--- src/rtl/y_mul_seq.sv ---
// Sequential shift-add multiplier: W iterations produce a 2W-bit product behind a start/busy/done handshake.
// Define Y_MUL_SIGNED_EN to use two's-complement operands (magnitudes multiplied, sign applied on DONE entry).
module y_mul_seq #(
   parameter int W = 32
) (
   input  logic           clk,
   input  logic           reset,
   input  logic           start,
   input  logic [W-1:0]   a,
   input  logic [W-1:0]   b,
   output logic           busy,
   output logic           done,
   output logic [2*W-1:0] product
);

   localparam int CW = $clog2(W) + 1;

   // Handshake: start is sampled only in IDLE/DONE; busy mirrors RUN; done is high for the single DONE cycle.
   typedef enum logic [1:0] {IDLE, RUN, DONE} state_t;

   state_t        state, state_nxt;
   logic [W-1:0]  mcand, hi, lo;
   logic          c;
   logic [CW-1:0] cnt;
   logic          accept, last;
   logic [W:0]    sum;
   logic [2*W:0]  shifted;
   logic [W-1:0]  op_a, op_b;

`ifdef Y_MUL_SIGNED_EN
   logic           neg;
   logic [2*W-1:0] prod_neg;

   // Magnitude of the most-negative value wraps to 2^(W-1), which is correct as an unsigned operand.
   assign op_a     = a[W-1] ? (~a + 1'b1) : a;
   assign op_b     = b[W-1] ? (~b + 1'b1) : b;
   assign prod_neg = ~shifted[2*W-1:0] + 1'b1;
`else
   assign op_a = a;
   assign op_b = b;
`endif

   assign last    = (cnt == CW'(W - 1));
   assign sum     = {c, hi} + (lo[0] ? {1'b0, mcand} : '0);
   assign shifted = {sum, lo} >> 1;

   always_comb begin
      state_nxt = state;
      accept    = 1'b0;
      case (state)
         IDLE: begin
            if (start) begin
               accept    = 1'b1;
               state_nxt = RUN;
            end
         end
         RUN: begin
            if (last) state_nxt = DONE;
         end
         DONE: begin
            accept    = start;
            state_nxt = start ? RUN : IDLE;
         end
         default: state_nxt = IDLE;
      endcase
   end

   always_ff @(posedge clk) begin
      if (reset) begin
         state <= IDLE;
         mcand <= '0;
         hi    <= '0;
         lo    <= '0;
         c     <= 1'b0;
         cnt   <= '0;
`ifdef Y_MUL_SIGNED_EN
         neg   <= 1'b0;
`endif
      end else begin
         state <= state_nxt;
         if (accept) begin
            mcand <= op_a;
            lo    <= op_b;
            hi    <= '0;
            c     <= 1'b0;
            cnt   <= '0;
`ifdef Y_MUL_SIGNED_EN
            neg   <= a[W-1] ^ b[W-1];
`endif
         end else if (state == RUN) begin
            cnt <= cnt + 1'b1;
`ifdef Y_MUL_SIGNED_EN
            // The final iteration also applies the sign, so latency matches the unsigned build.
            if (last && neg) begin
               c        <= 1'b0;
               {hi, lo} <= prod_neg;
            end else begin
               {c, hi, lo} <= shifted;
            end
`else
            {c, hi, lo} <= shifted;
`endif
         end
      end
   end

   assign busy    = (state == RUN);
   assign done    = (state == DONE);
   assign product = {hi, lo};

endmodule

--- config.mk ---
export PLATFORM = sky130hd
export DESIGN_NAME = y_mul_seq
export DESIGN_NICKNAME = d
export VERILOG_FILES = /design/src/rtl/y_mul_seq.sv
export SDC_FILE = /design/constraint.sdc
export NUM_CORES = 1
export LEC_CHECK = 0
export CORE_MARGIN = 2
export CORE_UTILIZATION = 30
export DETAILED_ROUTE_END_ITERATION = 16
export PLACE_DENSITY = 0.62
export SETUP_SLACK_MARGIN = 0.05
export SLEW_MARGIN = 20
export SYNTH_ARGS = -nofsm -noshare
export SYNTH_HDL_FRONTEND = slang
export SYNTH_SLANG_ARGS = --single-unit
--- constraint.sdc ---
create_clock -name clk -period 4.4 [get_ports clk]
set_input_delay 1.1 -clock clk [delete_from_list [all_inputs] [get_ports clk]]
set_output_delay 1.1 -clock clk [all_outputs]
set_load 0.03 [all_outputs]
==> impl_summary.md <==
Die
The die outline width is 141 um. The die covers 20000 sq um. The placeable core region is 18600 sq um. Once the floorplan was initialized, standard cells occupied 30.4% of the core. In this run the count of I/O pins placed on the die edge is 133.

The floorplan has 50 rows. The die outline height is 141 um.

Yosys
sky130_fd_sc_hd__dfxtp_1 takes more of the synthesized area than any other cell. The synthesized area divided by synthesized cell count is 7.83 sq um. Yosys attributes the largest share of cell area to sky130_fd_sc_hd__dfxtp_1 (37%), sky130_fd_sc_hd__nand2_1 (8.0%), sky130_fd_sc_hd__ha_1 (7.3%). The count of flip-flops with a built-in enable after synthesis is 0.

The cell area after synthesis is 5660 sq um. The net count of the mapped netlist is 824. The number of different library cells used by synthesis comes to 66. After synthesis, the share of flip-flops with an asynchronous set or reset is 0%. The synthesized design contains 104 register bits. The area share of the largest cell type after synthesis is 36.8%.

After synthesis, the most frequently instantiated cells are sky130_fd_sc_hd__nand2_1 (120), sky130_fd_sc_hd__dfxtp_1 (104), sky130_fd_sc_hd__a21oi_1 (75), sky130_fd_sc_hd__nor2_1 (58), sky130_fd_sc_hd__nor3_1 (39). The portion of the post-synthesis area used by sequential elements is 36.8%. Synthesis produced a netlist whose cell count is 723.

The prevailing post-synth register cell is sky130_fd_sc_hd__dfxtp_1. The most common cell in the synthesized netlist is sky130_fd_sc_hd__nand2_1. The count of warnings emitted by yosys is 0.

Worst setup path
The cell with the largest stage delay on the worst path is sky130_fd_sc_hd__dfxtp_1. The element type at the critical path end is a register. The signal on the critical path passes through and2_1 -> ha_1 -> fa_1 -> a21oi_1 -> o211ai_1 -> a21oi_1 -> nor4b_2 -> nor3_1 -> xnor2_1 -> a22o_1. Data on the critical path is required at its endpoint by 4.65 ns. STA classifies the critical path startpoint as a register. The type of the worst setup path is register to register. The library cell appearing most often on the critical path is sky130_fd_sc_hd__a21oi_1. The number of cell instances on the worst register-to-register path is 10.

The largest fanout on the critical path is 34. On the worst path, the slowest cell contributes a delay of 0.62 ns. The data arrival time at the worst-slack endpoint is 3.57 ns.

Clock network
Clock tree synthesis selected as its root buffer the cell sky130_fd_sc_hd__clkbuf_16. The maximum root-to-sink buffer count is 2. Clock-pin slew was measured on the worst setup and hold paths at 0.07 ns. The number of hold-repair buffers added at the cts stage is 0.

The number of buffers added by the clock tree synthesis step is 9. The number of cells upsized or downsized after cts is 0. The CTS tree is done. CTS built an H-tree with a depth of 3. After clock tree synthesis, the setup repair step added 0 buffers.

The clock latency on the worst-skew pair is 0.35 ns. The CTS sink count is 104.

Power
Power spread over the standard cell area amounts to 303 nW/um^2. The part of the total power dissipated in the clock network is 35.4%. Of the total power, the share spent switching nets is 28.1%. The internal portion of total power is 0.00163 W. Total power for the finished layout comes to 0.00227 W.

Across the VDD grid, the largest voltage drop is 181 uV. The share of power burned in combinational logic is 18.6%. Registers are responsible for 46.0% of the overall power. The leakage dissipation is 2.95 nW. Summed over all nets, the switching power comes to 0.000639 W.

GRT
Global routing finished with a remaining overflow of 0. In the global route stage, overall resource usage came out at 17.1%. The via count of the first global-routing pass is 5345. The wire length of the first global-routing pass is 27.5 mm. The pin count of the biggest net entering global routing is 70.

The number of antenna violations at the first check in global routing was 0.

Route
In the routed design, unresolved DRC markers number 0. The sum of routed wire length over all layers is 16.9 mm. The number of iterations in the first detailed-routing pass is 7.

Dividing the detail-routed wire length by the instance count gives 15.7 um. The count of nets left with antenna violations once routing finished came out at 0. The detailed router finished its first iteration with 291 violations. The via count of the routed design is 5562. Using the TritonRoute via totals, the vias-per-cell ratio works out to 5.18.

Timing
Measured against its own limit, the worst slew margin works out to 35.7%. The total of endpoints with negative setup slack in the final report is 0. The routed design could run at a clock period as short as 3.32 ns. Clock skew on the completed layout was measured at 0.00637 ns. The maximum clock frequency is 302 MHz.

The number of hold-slack violations in the final timing report came to 0. Setup repair after global routing left no endpoint under its margin. The worst-case setup margin in the final layout is 1.08 ns. Adding up every negative setup slack in the final design gives 0 ns. The transition time at the pin with the least slew margin is 0.963 ns.

In the finished design, the share of the clock period the worst path needs comes to 75.4%. The total count of max-transition violations in the final report came to 0.

Cells and area
The share of final-layout standard cells stronger than drive strength 1 is 5.48%. The final non-filler cell total is 1074. The final layout contains 937 nets.

From synthesis to final layout, the design area changed by 32.2%. 0 antenna diodes ended up in the layout. Counting the fill cells in the layout gives 1920.

Job
The max-cap check violation count is 0.

Hold path
The class of the tightest hold or removal check is register to register. The cell depth of the worst min-delay path is 2.

Placement
Prior to clock tree synthesis, the placed netlist has a worst setup slack of 1.02 ns. The number of port buffers is 132. The post-DP HPWL is 12.2 mm. The weighted congestion at the end of routability-driven global placement is 0.875. After detailed placement, the design holds a cell count of 1059.

Run status
The run finished with clean final reports.
## cell type report
| type | count | area [sq um] | share of cell area (%) |
|---|---|---|---|
| inverter | 9 | 33.8 | 0.451 |
| sequential | 104 | 2080 | 27.8 |
| clock inverter | 4 | 45.0 | 0.601 |
| tap | 234 | 293 | 3.91 |
| clock buffer | 11 | 243 | 3.24 |
| multi-input combinational | 570 | 3400 | 45.4 |
| timing repair buffer | 142 | 1390 | 18.6 |
## cell families after synthesis
| logic type | count (synthesis) | synth area share [%] |
|---|---|---|
| compound gates | 205 | 23.0 |
| mux | 1 | 0.177 |
| buf+inv | 49 | 3.31 |
| flops | 104 | 36.8 |
| simple gates | 302 | 24.8 |
| fa+ha+maj | 34 | 7.64 |
| xor+xnor | 28 | 4.33 |
## final timing paths
| path | startpoint | endpoint | slack [ns] |
|---|---|---|---|
| hold / removal | mcand[30] | mcand[30] | 0.45 |
| hold reg to reg | mcand[30] | mcand[30] | 0.45 |
| setup / recovery | lo[0] | hi[25] | 1.08 |
| setup reg to reg | lo[0] | hi[25] | 1.08 |
## registers in the layout (all words and copies together) (netlist names)
signal	count
hi	32
lo	32
state	2
mcand	32
cnt	6
## power by group through the flow
stage               logic, W  registers (W)  clock network, W
global placement    0.000425        0.00107                 0
floorplan           0.000180        0.00112                 0
CTS                 0.000428        0.00105          0.000829
finish              0.000423        0.00104          0.000804
global route        0.000463        0.00105          0.000867
detailed placement  0.000426        0.00106                 0
## critical path, delay by kind of cell, from the launching register on
kind | cells | cell delay [ns]
AO/OA/AOI/OAI | 4 | 1.11
XOR/XNOR | 1 | 0.10
adder cells (fa/ha/maj) | 2 | 0.66
flip-flops | 1 | 0.62
AND/OR/NAND/NOR | 3 | 0.71
## cell usage in the layout (no fill, tap or decap), drive strengths merged, types with 11 or more instances in the layout
| cell | n |
|---|---|
| a21oi | 76 |
| clkdlybuf4s50 | 131 |
| nor3 | 39 |
| dfxtp | 104 |
| a21o | 14 |
| buf | 11 |
| xnor2 | 14 |
| ha | 33 |
| clkbuf | 11 |
| xor2 | 14 |
| and2 | 35 |
| nor2 | 58 |
| o21ai | 35 |
| nand3 | 15 |
| o22ai | 36 |
| nand2 | 121 |
## routing by layer
metal	track usage, %	part of all wire, %	vias to the layer above	routed length [um]
li1	-	-	2803	-
met1	21.5	45	2570	7530
met2	27.8	45	179	7610
met3	7.46	9.6	10	1620
met4	2.95	0.75	0	126
met5	0	0	-	0
## stage by stage
stage          cell area (sq um)  util [%]  hold WS, ns
4_1_cts                     7490      40.2        0.454
3_5_place_dp                7200      38.6        0.445
3_3_place_gp                7200      38.6        0.440
2_1_floorplan               5660         -        0.432
5_1_grt                     7490      40.2        0.470
6_report                    7490      40.2        0.451
Note: power is estimated with default switching activity, not from simulation.
